File: src/rtl/cdb_pkg.sv
// Shared constants, lane record and width helper for the multi-lane common data bus.
package cdb_pkg;

   localparam int unsigned ARB_FIXED = 0;
   localparam int unsigned ARB_RR    = 1;

   localparam int unsigned CDB_TAG_W  = 2;
   localparam int unsigned CDB_ARCH_W = 5;
   localparam int unsigned CDB_DATA_W = 32;

   // Lane record at the default geometry; cdb_multilane re-declares it at its own widths.
   typedef struct packed {
      logic                  valid;
      logic                  is_arch;
      logic [CDB_TAG_W-1:0]  rob_id;
      logic [CDB_ARCH_W-1:0] arch_id;
      logic [CDB_DATA_W-1:0] data;
   } cdb_lane_t;

   function automatic int unsigned idx_width(input int unsigned n);
      return (n > 1) ? $clog2(n) : 1;
   endfunction

endpackage

File: src/rtl/cdb_multilane_if.sv
// Issuer, writeback and listener signals of the multi-lane common data bus.
interface cdb_multilane_if
   import cdb_pkg::*;
#(
   parameter int unsigned ISSUER     = 4,
   parameter int unsigned LISTENER   = 4,
   parameter int unsigned BUS_LANES  = 2,
   parameter int unsigned ROB_ENTRY  = 4,
   parameter int unsigned ARCH_ENTRY = 32,
   parameter int unsigned DATA_WIDTH = 32
);
   localparam int unsigned TagW  = idx_width(ROB_ENTRY);
   localparam int unsigned ArchW = idx_width(ARCH_ENTRY);

   logic [ISSUER-1:0]               cdb_isr_request;
   logic [ISSUER-1:0]               cdb_isr_grant;
   logic [ISSUER*TagW-1:0]          cdb_isr_id;
   logic [ISSUER*DATA_WIDTH-1:0]    cdb_isr_data;
   logic [ISSUER*ArchW-1:0]         cdb_isr_arch_id;
   logic [BUS_LANES-1:0]            rob_write;
   logic [BUS_LANES*TagW-1:0]       rob_id;
   logic [BUS_LANES*DATA_WIDTH-1:0] rob_data;
   logic [BUS_LANES-1:0]            arch_reg_write;
   logic [BUS_LANES*ArchW-1:0]      arch_reg_id;
   logic [BUS_LANES*DATA_WIDTH-1:0] arch_reg_data;
   logic [LISTENER-1:0]             cdb_lsn_request;
   logic [LISTENER*TagW-1:0]        cdb_lsn_id;
   logic [LISTENER-1:0]             cdb_lsn_hit;
   logic [LISTENER*DATA_WIDTH-1:0]  cdb_lsn_data;

   modport master (
      output cdb_isr_request, cdb_isr_id, cdb_isr_data, cdb_isr_arch_id,
      output cdb_lsn_request, cdb_lsn_id,
      input  cdb_isr_grant, rob_write, rob_id, rob_data,
      input  arch_reg_write, arch_reg_id, arch_reg_data, cdb_lsn_hit, cdb_lsn_data
   );

   modport slave (
      input  cdb_isr_request, cdb_isr_id, cdb_isr_data, cdb_isr_arch_id,
      input  cdb_lsn_request, cdb_lsn_id,
      output cdb_isr_grant, rob_write, rob_id, rob_data,
      output arch_reg_write, arch_reg_id, arch_reg_data, cdb_lsn_hit, cdb_lsn_data
   );

endinterface

File: src/rtl/cdb_lane_arbiter.sv
// Multi-grant picker: hands up to BUS_LANES requesters to lanes in fixed or round-robin order.
module cdb_lane_arbiter
   import cdb_pkg::*;
#(
   parameter int unsigned ISSUER    = 4,
   parameter int unsigned BUS_LANES = 2,
   parameter int unsigned ARB_MODE  = ARB_FIXED,
   localparam int unsigned IdxW     = idx_width(ISSUER)
) (
   input  logic                           clk_i,
   input  logic                           rst_ni,
   input  logic [ISSUER-1:0]              req_i,
   output logic [ISSUER-1:0]              grant_o,
   output logic [BUS_LANES-1:0]           lane_valid_o,
   output logic [BUS_LANES-1:0][IdxW-1:0] lane_src_o
);

   logic [IdxW-1:0]   ptr_q, ptr_d;
   logic [IdxW-1:0]   start, idx, last;
   logic [ISSUER-1:0] taken;
   logic              found;

   always_comb begin
      grant_o      = '0;
      lane_valid_o = '0;
      lane_src_o   = '0;
      taken        = '0;
      found        = 1'b0;
      idx          = '0;
      last         = '0;
      start        = (ARB_MODE == ARB_RR) ? ptr_q : '0;
      // Each lane takes the first not-yet-taken requester in scan order.
      for (int unsigned k = 0; k < BUS_LANES; k++) begin
         found = 1'b0;
         for (int unsigned o = 0; o < ISSUER; o++) begin
            idx = IdxW'((32'(start) + o) % ISSUER);
            if (!found && req_i[idx] && !taken[idx]) begin
               found           = 1'b1;
               taken[idx]      = 1'b1;
               lane_valid_o[k] = 1'b1;
               lane_src_o[k]   = idx;
               last            = idx;
            end
         end
      end
      grant_o = taken;
      ptr_d   = ptr_q;
      if (ARB_MODE == ARB_RR && taken != '0) begin
         ptr_d = (last == IdxW'(ISSUER - 1)) ? '0 : last + 1'b1;
      end
   end

   always_ff @(posedge clk_i or negedge rst_ni) begin
      if (!rst_ni) begin
         ptr_q <= '0;
      end else begin
         ptr_q <= ptr_d;
      end
   end

endmodule

File: src/rtl/cdb_multilane.sv
// Multi-lane common data bus: arbitrates producers onto registered lanes and snoops listeners.
// Define CDB_BYPASS_EN to also forward current-cycle grants to the listeners.
module cdb_multilane
   import cdb_pkg::*;
#(
   parameter int unsigned ISSUER              = 4,
   parameter int unsigned LISTENER            = 4,
   parameter int unsigned BUS_LANES           = 2,
   parameter int unsigned ROB_ENTRY           = 4,
   parameter int unsigned ARCH_ENTRY          = 32,
   parameter int unsigned DATA_WIDTH          = 32,
   parameter int unsigned ARB_MODE            = ARB_FIXED,
   parameter logic [ISSUER-1:0] ISSUER_ARCH_REG = (ISSUER)'(1) << (ISSUER - 1)
) (
   input logic            CLK,
   input logic            RSTN,
   cdb_multilane_if.slave bus
);

   localparam int unsigned ROB_ENTRY_LOG2  = idx_width(ROB_ENTRY);
   localparam int unsigned ARCH_ENTRY_LOG2 = idx_width(ARCH_ENTRY);
   localparam int unsigned IdxW            = idx_width(ISSUER);

   typedef struct packed {
      logic                       valid;
      logic                       is_arch;
      logic [ROB_ENTRY_LOG2-1:0]  rob_id;
      logic [ARCH_ENTRY_LOG2-1:0] arch_id;
      logic [DATA_WIDTH-1:0]      data;
   } lane_t;

   lane_t [BUS_LANES-1:0]           lane_d, lane_q;
   logic [ISSUER-1:0]               arb_req, arb_grant;
   logic [BUS_LANES-1:0]            arb_valid;
   logic [BUS_LANES-1:0][IdxW-1:0]  arb_src;
   logic [LISTENER-1:0]             lsn_hit;
   logic [LISTENER*DATA_WIDTH-1:0]  lsn_data;

   // No grants while reset is held, so nothing pending survives the release.
   assign arb_req = bus.cdb_isr_request & {ISSUER{RSTN}};

   cdb_lane_arbiter #(
      .ISSUER   (ISSUER),
      .BUS_LANES(BUS_LANES),
      .ARB_MODE (ARB_MODE)
   ) u_arb (
      .clk_i       (CLK),
      .rst_ni      (RSTN),
      .req_i       (arb_req),
      .grant_o     (arb_grant),
      .lane_valid_o(arb_valid),
      .lane_src_o  (arb_src)
   );

   assign bus.cdb_isr_grant = arb_grant;

   always_comb begin
      lane_d = '0;
      for (int unsigned k = 0; k < BUS_LANES; k++) begin
         if (arb_valid[k]) begin
            lane_d[k].valid   = 1'b1;
            lane_d[k].is_arch = ISSUER_ARCH_REG[arb_src[k]];
            lane_d[k].rob_id  = bus.cdb_isr_id[arb_src[k]*ROB_ENTRY_LOG2 +: ROB_ENTRY_LOG2];
            lane_d[k].arch_id = bus.cdb_isr_arch_id[arb_src[k]*ARCH_ENTRY_LOG2 +: ARCH_ENTRY_LOG2];
            lane_d[k].data    = bus.cdb_isr_data[arb_src[k]*DATA_WIDTH +: DATA_WIDTH];
         end
      end
   end

   always_ff @(posedge CLK or negedge RSTN) begin
      if (!RSTN) begin
         lane_q <= '0;
      end else begin
         lane_q <= lane_d;
      end
   end

   always_comb begin
      bus.rob_write      = '0;
      bus.rob_id         = '0;
      bus.rob_data       = '0;
      bus.arch_reg_write = '0;
      bus.arch_reg_id    = '0;
      bus.arch_reg_data  = '0;
      for (int unsigned k = 0; k < BUS_LANES; k++) begin
         if (lane_q[k].valid && lane_q[k].is_arch) begin
            bus.arch_reg_write[k] = 1'b1;
            bus.arch_reg_id[k*ARCH_ENTRY_LOG2 +: ARCH_ENTRY_LOG2] = lane_q[k].arch_id;
            bus.arch_reg_data[k*DATA_WIDTH +: DATA_WIDTH]         = lane_q[k].data;
         end else if (lane_q[k].valid) begin
            bus.rob_write[k] = 1'b1;
            bus.rob_id[k*ROB_ENTRY_LOG2 +: ROB_ENTRY_LOG2] = lane_q[k].rob_id;
            bus.rob_data[k*DATA_WIDTH +: DATA_WIDTH]       = lane_q[k].data;
         end
      end
   end

   // First match wins: registered lanes in lane order, then (bypass) current grants.
   always_comb begin
      lsn_hit  = '0;
      lsn_data = '0;
      for (int unsigned j = 0; j < LISTENER; j++) begin
         for (int unsigned k = 0; k < BUS_LANES; k++) begin
            if (bus.cdb_lsn_request[j] && !lsn_hit[j] && lane_q[k].valid &&
                lane_q[k].rob_id == bus.cdb_lsn_id[j*ROB_ENTRY_LOG2 +: ROB_ENTRY_LOG2]) begin
               lsn_hit[j]                            = 1'b1;
               lsn_data[j*DATA_WIDTH +: DATA_WIDTH]  = lane_q[k].data;
            end
         end
`ifdef CDB_BYPASS_EN
         for (int unsigned k = 0; k < BUS_LANES; k++) begin
            if (bus.cdb_lsn_request[j] && !lsn_hit[j] && lane_d[k].valid &&
                lane_d[k].rob_id == bus.cdb_lsn_id[j*ROB_ENTRY_LOG2 +: ROB_ENTRY_LOG2]) begin
               lsn_hit[j]                            = 1'b1;
               lsn_data[j*DATA_WIDTH +: DATA_WIDTH]  = lane_d[k].data;
            end
         end
`endif
      end
   end

   assign bus.cdb_lsn_hit  = lsn_hit;
   assign bus.cdb_lsn_data = lsn_data;

endmodule

File: src/flat_wrapper.sv
// flat-port wrapper written by rule: the top's interface ports become plain ports
module cdb_multilane_flat import cdb_pkg::*;
#(
   parameter int unsigned ISSUER              = 4,
   parameter int unsigned LISTENER            = 4,
   parameter int unsigned BUS_LANES           = 2,
   parameter int unsigned ROB_ENTRY           = 4,
   parameter int unsigned ARCH_ENTRY          = 32,
   parameter int unsigned DATA_WIDTH          = 32,
   parameter int unsigned ARB_MODE            = ARB_FIXED,
   parameter logic [ISSUER-1:0] ISSUER_ARCH_REG = (ISSUER)'(1) << (ISSUER - 1)
)
  (CLK, RSTN, bus_cdb_isr_request, bus_cdb_isr_id, bus_cdb_isr_data, bus_cdb_isr_arch_id, bus_cdb_lsn_request, bus_cdb_lsn_id, bus_cdb_isr_grant, bus_rob_write, bus_rob_id, bus_rob_data, bus_arch_reg_write, bus_arch_reg_id, bus_arch_reg_data, bus_cdb_lsn_hit, bus_cdb_lsn_data);
  cdb_multilane_if #(.ISSUER(ISSUER), .LISTENER(LISTENER), .BUS_LANES(BUS_LANES), .ROB_ENTRY(ROB_ENTRY), .ARCH_ENTRY(ARCH_ENTRY), .DATA_WIDTH(DATA_WIDTH)) bus_i ();
  input logic CLK;
  input logic RSTN;
  input wire logic [$bits(bus_i.cdb_isr_request)-1:0] bus_cdb_isr_request;
  input wire logic [$bits(bus_i.cdb_isr_id)-1:0] bus_cdb_isr_id;
  input wire logic [$bits(bus_i.cdb_isr_data)-1:0] bus_cdb_isr_data;
  input wire logic [$bits(bus_i.cdb_isr_arch_id)-1:0] bus_cdb_isr_arch_id;
  input wire logic [$bits(bus_i.cdb_lsn_request)-1:0] bus_cdb_lsn_request;
  input wire logic [$bits(bus_i.cdb_lsn_id)-1:0] bus_cdb_lsn_id;
  output wire logic [$bits(bus_i.cdb_isr_grant)-1:0] bus_cdb_isr_grant;
  output wire logic [$bits(bus_i.rob_write)-1:0] bus_rob_write;
  output wire logic [$bits(bus_i.rob_id)-1:0] bus_rob_id;
  output wire logic [$bits(bus_i.rob_data)-1:0] bus_rob_data;
  output wire logic [$bits(bus_i.arch_reg_write)-1:0] bus_arch_reg_write;
  output wire logic [$bits(bus_i.arch_reg_id)-1:0] bus_arch_reg_id;
  output wire logic [$bits(bus_i.arch_reg_data)-1:0] bus_arch_reg_data;
  output wire logic [$bits(bus_i.cdb_lsn_hit)-1:0] bus_cdb_lsn_hit;
  output wire logic [$bits(bus_i.cdb_lsn_data)-1:0] bus_cdb_lsn_data;
  assign bus_i.cdb_isr_request = bus_cdb_isr_request;
  assign bus_i.cdb_isr_id = bus_cdb_isr_id;
  assign bus_i.cdb_isr_data = bus_cdb_isr_data;
  assign bus_i.cdb_isr_arch_id = bus_cdb_isr_arch_id;
  assign bus_i.cdb_lsn_request = bus_cdb_lsn_request;
  assign bus_i.cdb_lsn_id = bus_cdb_lsn_id;
  assign bus_cdb_isr_grant = bus_i.cdb_isr_grant;
  assign bus_rob_write = bus_i.rob_write;
  assign bus_rob_id = bus_i.rob_id;
  assign bus_rob_data = bus_i.rob_data;
  assign bus_arch_reg_write = bus_i.arch_reg_write;
  assign bus_arch_reg_id = bus_i.arch_reg_id;
  assign bus_arch_reg_data = bus_i.arch_reg_data;
  assign bus_cdb_lsn_hit = bus_i.cdb_lsn_hit;
  assign bus_cdb_lsn_data = bus_i.cdb_lsn_data;
  cdb_multilane #(.ISSUER(ISSUER), .LISTENER(LISTENER), .BUS_LANES(BUS_LANES), .ROB_ENTRY(ROB_ENTRY), .ARCH_ENTRY(ARCH_ENTRY), .DATA_WIDTH(DATA_WIDTH), .ARB_MODE(ARB_MODE), .ISSUER_ARCH_REG(ISSUER_ARCH_REG)) u_core (.CLK(CLK), .RSTN(RSTN), .bus(bus_i));
endmodule
File: config.mk
export PLATFORM = sky130hd
export DESIGN_NAME = cdb_multilane_flat
export DESIGN_NICKNAME = d
export VERILOG_FILES = /design/src/rtl/cdb_pkg.sv /design/src/rtl/cdb_multilane_if.sv /design/src/rtl/cdb_lane_arbiter.sv /design/src/rtl/cdb_multilane.sv /design/src/flat_wrapper.sv
export SDC_FILE = /design/constraint.sdc
export NUM_CORES = 1
export LEC_CHECK = 0
export ABC_AREA = 0
export BUFFER_PORTS_ARGS = -buffer_cell sky130_fd_sc_hd__buf_2
export CORE_AREA = 3 3 174 176
export DETAILED_ROUTE_END_ITERATION = 8
export DIE_AREA = 0 0 177 179
export SETUP_SLACK_MARGIN = 0.4
export SKIP_CTS_REPAIR_TIMING = 1
export SYNTH_ARGS = -nofsm -noshare
export SYNTH_HDL_FRONTEND = slang
export SYNTH_SLANG_ARGS = --single-unit
File: constraint.sdc
create_clock -name CLK -period 4.4 [get_ports CLK]
set_clock_uncertainty 0.15 [all_clocks]
set_input_delay 0.66 -clock CLK [delete_from_list [all_inputs] [get_ports CLK]]
set_output_delay 0.66 -clock CLK [all_outputs]
set_load 0.02 [all_outputs]
==> results.yml <==
run_status:
  status: "complete, no violations"
logic_synthesis:
  ys_seq_elements: 82
  yosys_most_used_dff: "dfrtp_1"
  ys_async_sr_fraction_pct: 100
  yosys_warnings: 0
  synth_fp_nets: 1104
  syn_inst: 930
  synth_cell_types: 34
  synth-edff-count: 0
  syn-cell-area_um2: 7220
  avgSynthCellArea_um2: 7.77
  ys_seq_area_share_pct: 28.4
floorplanning:
  die-area_um2: 31700
  io_pins: 456
  initial_core_util_pct: 25.1
  die-height_um: 179
  num_rows: 62
  dieWidth_um: 177
  core_um2: 28800
worst_setup_path:
  max_stage_delay_ns: 0.88
  critical_path_class: "flip-flop to output pin"
  crit_fanout: 35
  crit_family: "simple AND/OR/NAND/NOR gates"
  arrival_ns: 2.81
  worstSetupEndpointType: "output pin"
  cp_num_buf_inv: 2
  cp_slowest_cell: "dfrtp_2"
  cp_num_cells: 4
  worstPathRequired_ns: 3.59
  crit_path_start_kind: "flip-flop"
  path_cells: "buf_4 > nor2b_4 > and2_1 > buf_2"
global_route:
  overflow: 0
  grt_pass1_vias: 9143
  antenna_found_initial: 2
  grt_pass1_wl_um: 58900
  track_usage_pct: 24.7
  grt_max_degree: 51
sta:
  hold_viol_final: 0
  setup_tns_ns: 0
  fmax_mhz: 276
  min_period_ns: 3.62
  slew_violations: 0
  post-route-period-util_pct: 82.3
  rsz0062_at_grt: "false"
  timing.slew.headroom_pct: 18.4
  layout_setup_ws_ns: 0.780
  final-setup-viol-count: 0
  tightest_slew_ns: 1.22
pwr:
  combPwrFrac_pct: 29.2
  internal_power_mw: 1.44
  p_clk_share_pct: 31.6
  sw_frac_of_total_pct: 39.3
  p_sw_mw: 0.936
  power_leakage_nw: 5.36
  p_seq_share_pct: 39.2
  peakVddDrop_mv: 0.136
  p_per_area_nw_per_um2: 237
final_layout:
  largest_register: "u_core.lane_q"
  areaGrowthSynthToFinish_pct: 39.1
  largest_reg_flops: 82
  layout.nets: 1480
  layout-drive-gt1-share_pct: 39.8
  largestRegisters: "u_core.lane_q (82)"
  layout_common_cells: "buf_2, a22o_1, nand2_1"
  layout_commonest_cell: "buf_2"
drt:
  routed_wl_um: 41800
  viasPerCell: 5.62
  ant_nets: 0
  first_pass_iters: 5
  drc: 0
  routedWlPerCell_um: 24.7
  num_vias: 9539
  drt_iter0_drc: 895
flow_run:
  drv_cap: 0
hold_path:
  worst_hold_path_type: "input pin to async pin"
clock_network:
  clkSlewWorstSetupHoldPaths_ns: 0.07
  cts_made_buffers: 9
  clock_path_buffers: 2
  cts_sinks: 82
  cts_tree: "built"
  htreeDepth: 3
  clockRootBuffer: "clkbuf_16"
placement:
  place_hpwl_um: 27500
  io_buffers: 455
  place_ws_ns: 1.13
  gp_congestion: 0.906
==> worst paths after layout <==
kind                                              from                     endpoint
max in group asynchronous                         RSTN  u_core.lane_q[81]$_DFF_PN0_
min in group CLK                  bus_cdb_isr_data[59]  u_core.lane_q[68]$_DFF_PN0_
worst max-delay path       u_core.lane_q[40]$_DFF_PN0_             bus_rob_data[14]
worst min-delay path                              RSTN  u_core.lane_q[25]$_DFF_PN0_
==> area by class of cell <==
class                   count  area (um2)
diodes                      2        5.00
well taps                 384         480
clock inverters             4        28.8
clock buffers              11         243
multi-input cells         727        4740
fillers                  3111       18700
flip-flops and latches     82        2060
inverters                   4        15.0
repair buffers            482        2490
==> per-layer routing <==
metal  track usage, %  vias up  part of all wire (%)
li1                 -     4201                     -
met1             31.6     4633                    41
met2             40.5      606                    47
met3             4.91       95                   8.6
met4             10.9        4                   3.5
met5                0        -                 0.050
==> metrics by stage <==
step	instances	power (mW)	instance area [um2]	utilization [%]	hold slack [ns]
floorplan	930	1.28	7220	-	0.214
global placement	1679	1.62	9770	34.0	0.461
detailed placement	1679	1.63	9770	34.0	0.468
CTS	1694	2.39	10000	34.9	0.0788
global route	1694	2.49	10000	34.9	0.0884
finish	1696	2.38	10100	34.9	0.0776
==> cell usage after synthesis (2+ instances only) <==
master     number  area [um2]
buf_2          39         195
nor3_2          2        20.0
and2_1         72         450
o21ai_0        30         150
buf_6           2        22.5
nor2b_1         2        12.5
inv_1           4        15.0
a211oi_1        2        15.0
a21oi_2         2        17.5
xnor2_1         9        78.8
nand2b_1        6        37.5
nor2_1         47         176
nor3_4          3        48.8
o2bb2ai_1      39         342
o2111ai_1      39         342
buf_1           3        11.3
clkbuf_1       70         263
o21ai_1         9        45.0
and3_1         75         469
o211ai_1       39         293
a22o_1        128        1120
dfrtp_1        82        2050
nand2_1       122         458
nand4_1         4        25.0
buf_4           3        22.5
a21oi_1        82         410
xor2_1          8        70.1
==> power groups by stage <==
stage          combinational (mW)  clock (mW)  sequential, mW
6_report                    0.696       0.751           0.933
5_1_grt                     0.747       0.807           0.939
4_1_cts                     0.692       0.775           0.925
3_5_place_dp                0.690           0           0.939
3_3_place_gp                0.682           0           0.938
2_1_floorplan               0.404           0           0.874
==> logic make-up after synthesis <==
kind of cell / synth area share [%]
AND/OR/NAND/NOR: 23.9
buffers and inverters: 7.33
flip-flops: 28.4
AO/OA/AOI/OAI: 38.4
XOR/XNOR: 2.06
No activity file was read; power rests on OpenSTA's default activity.
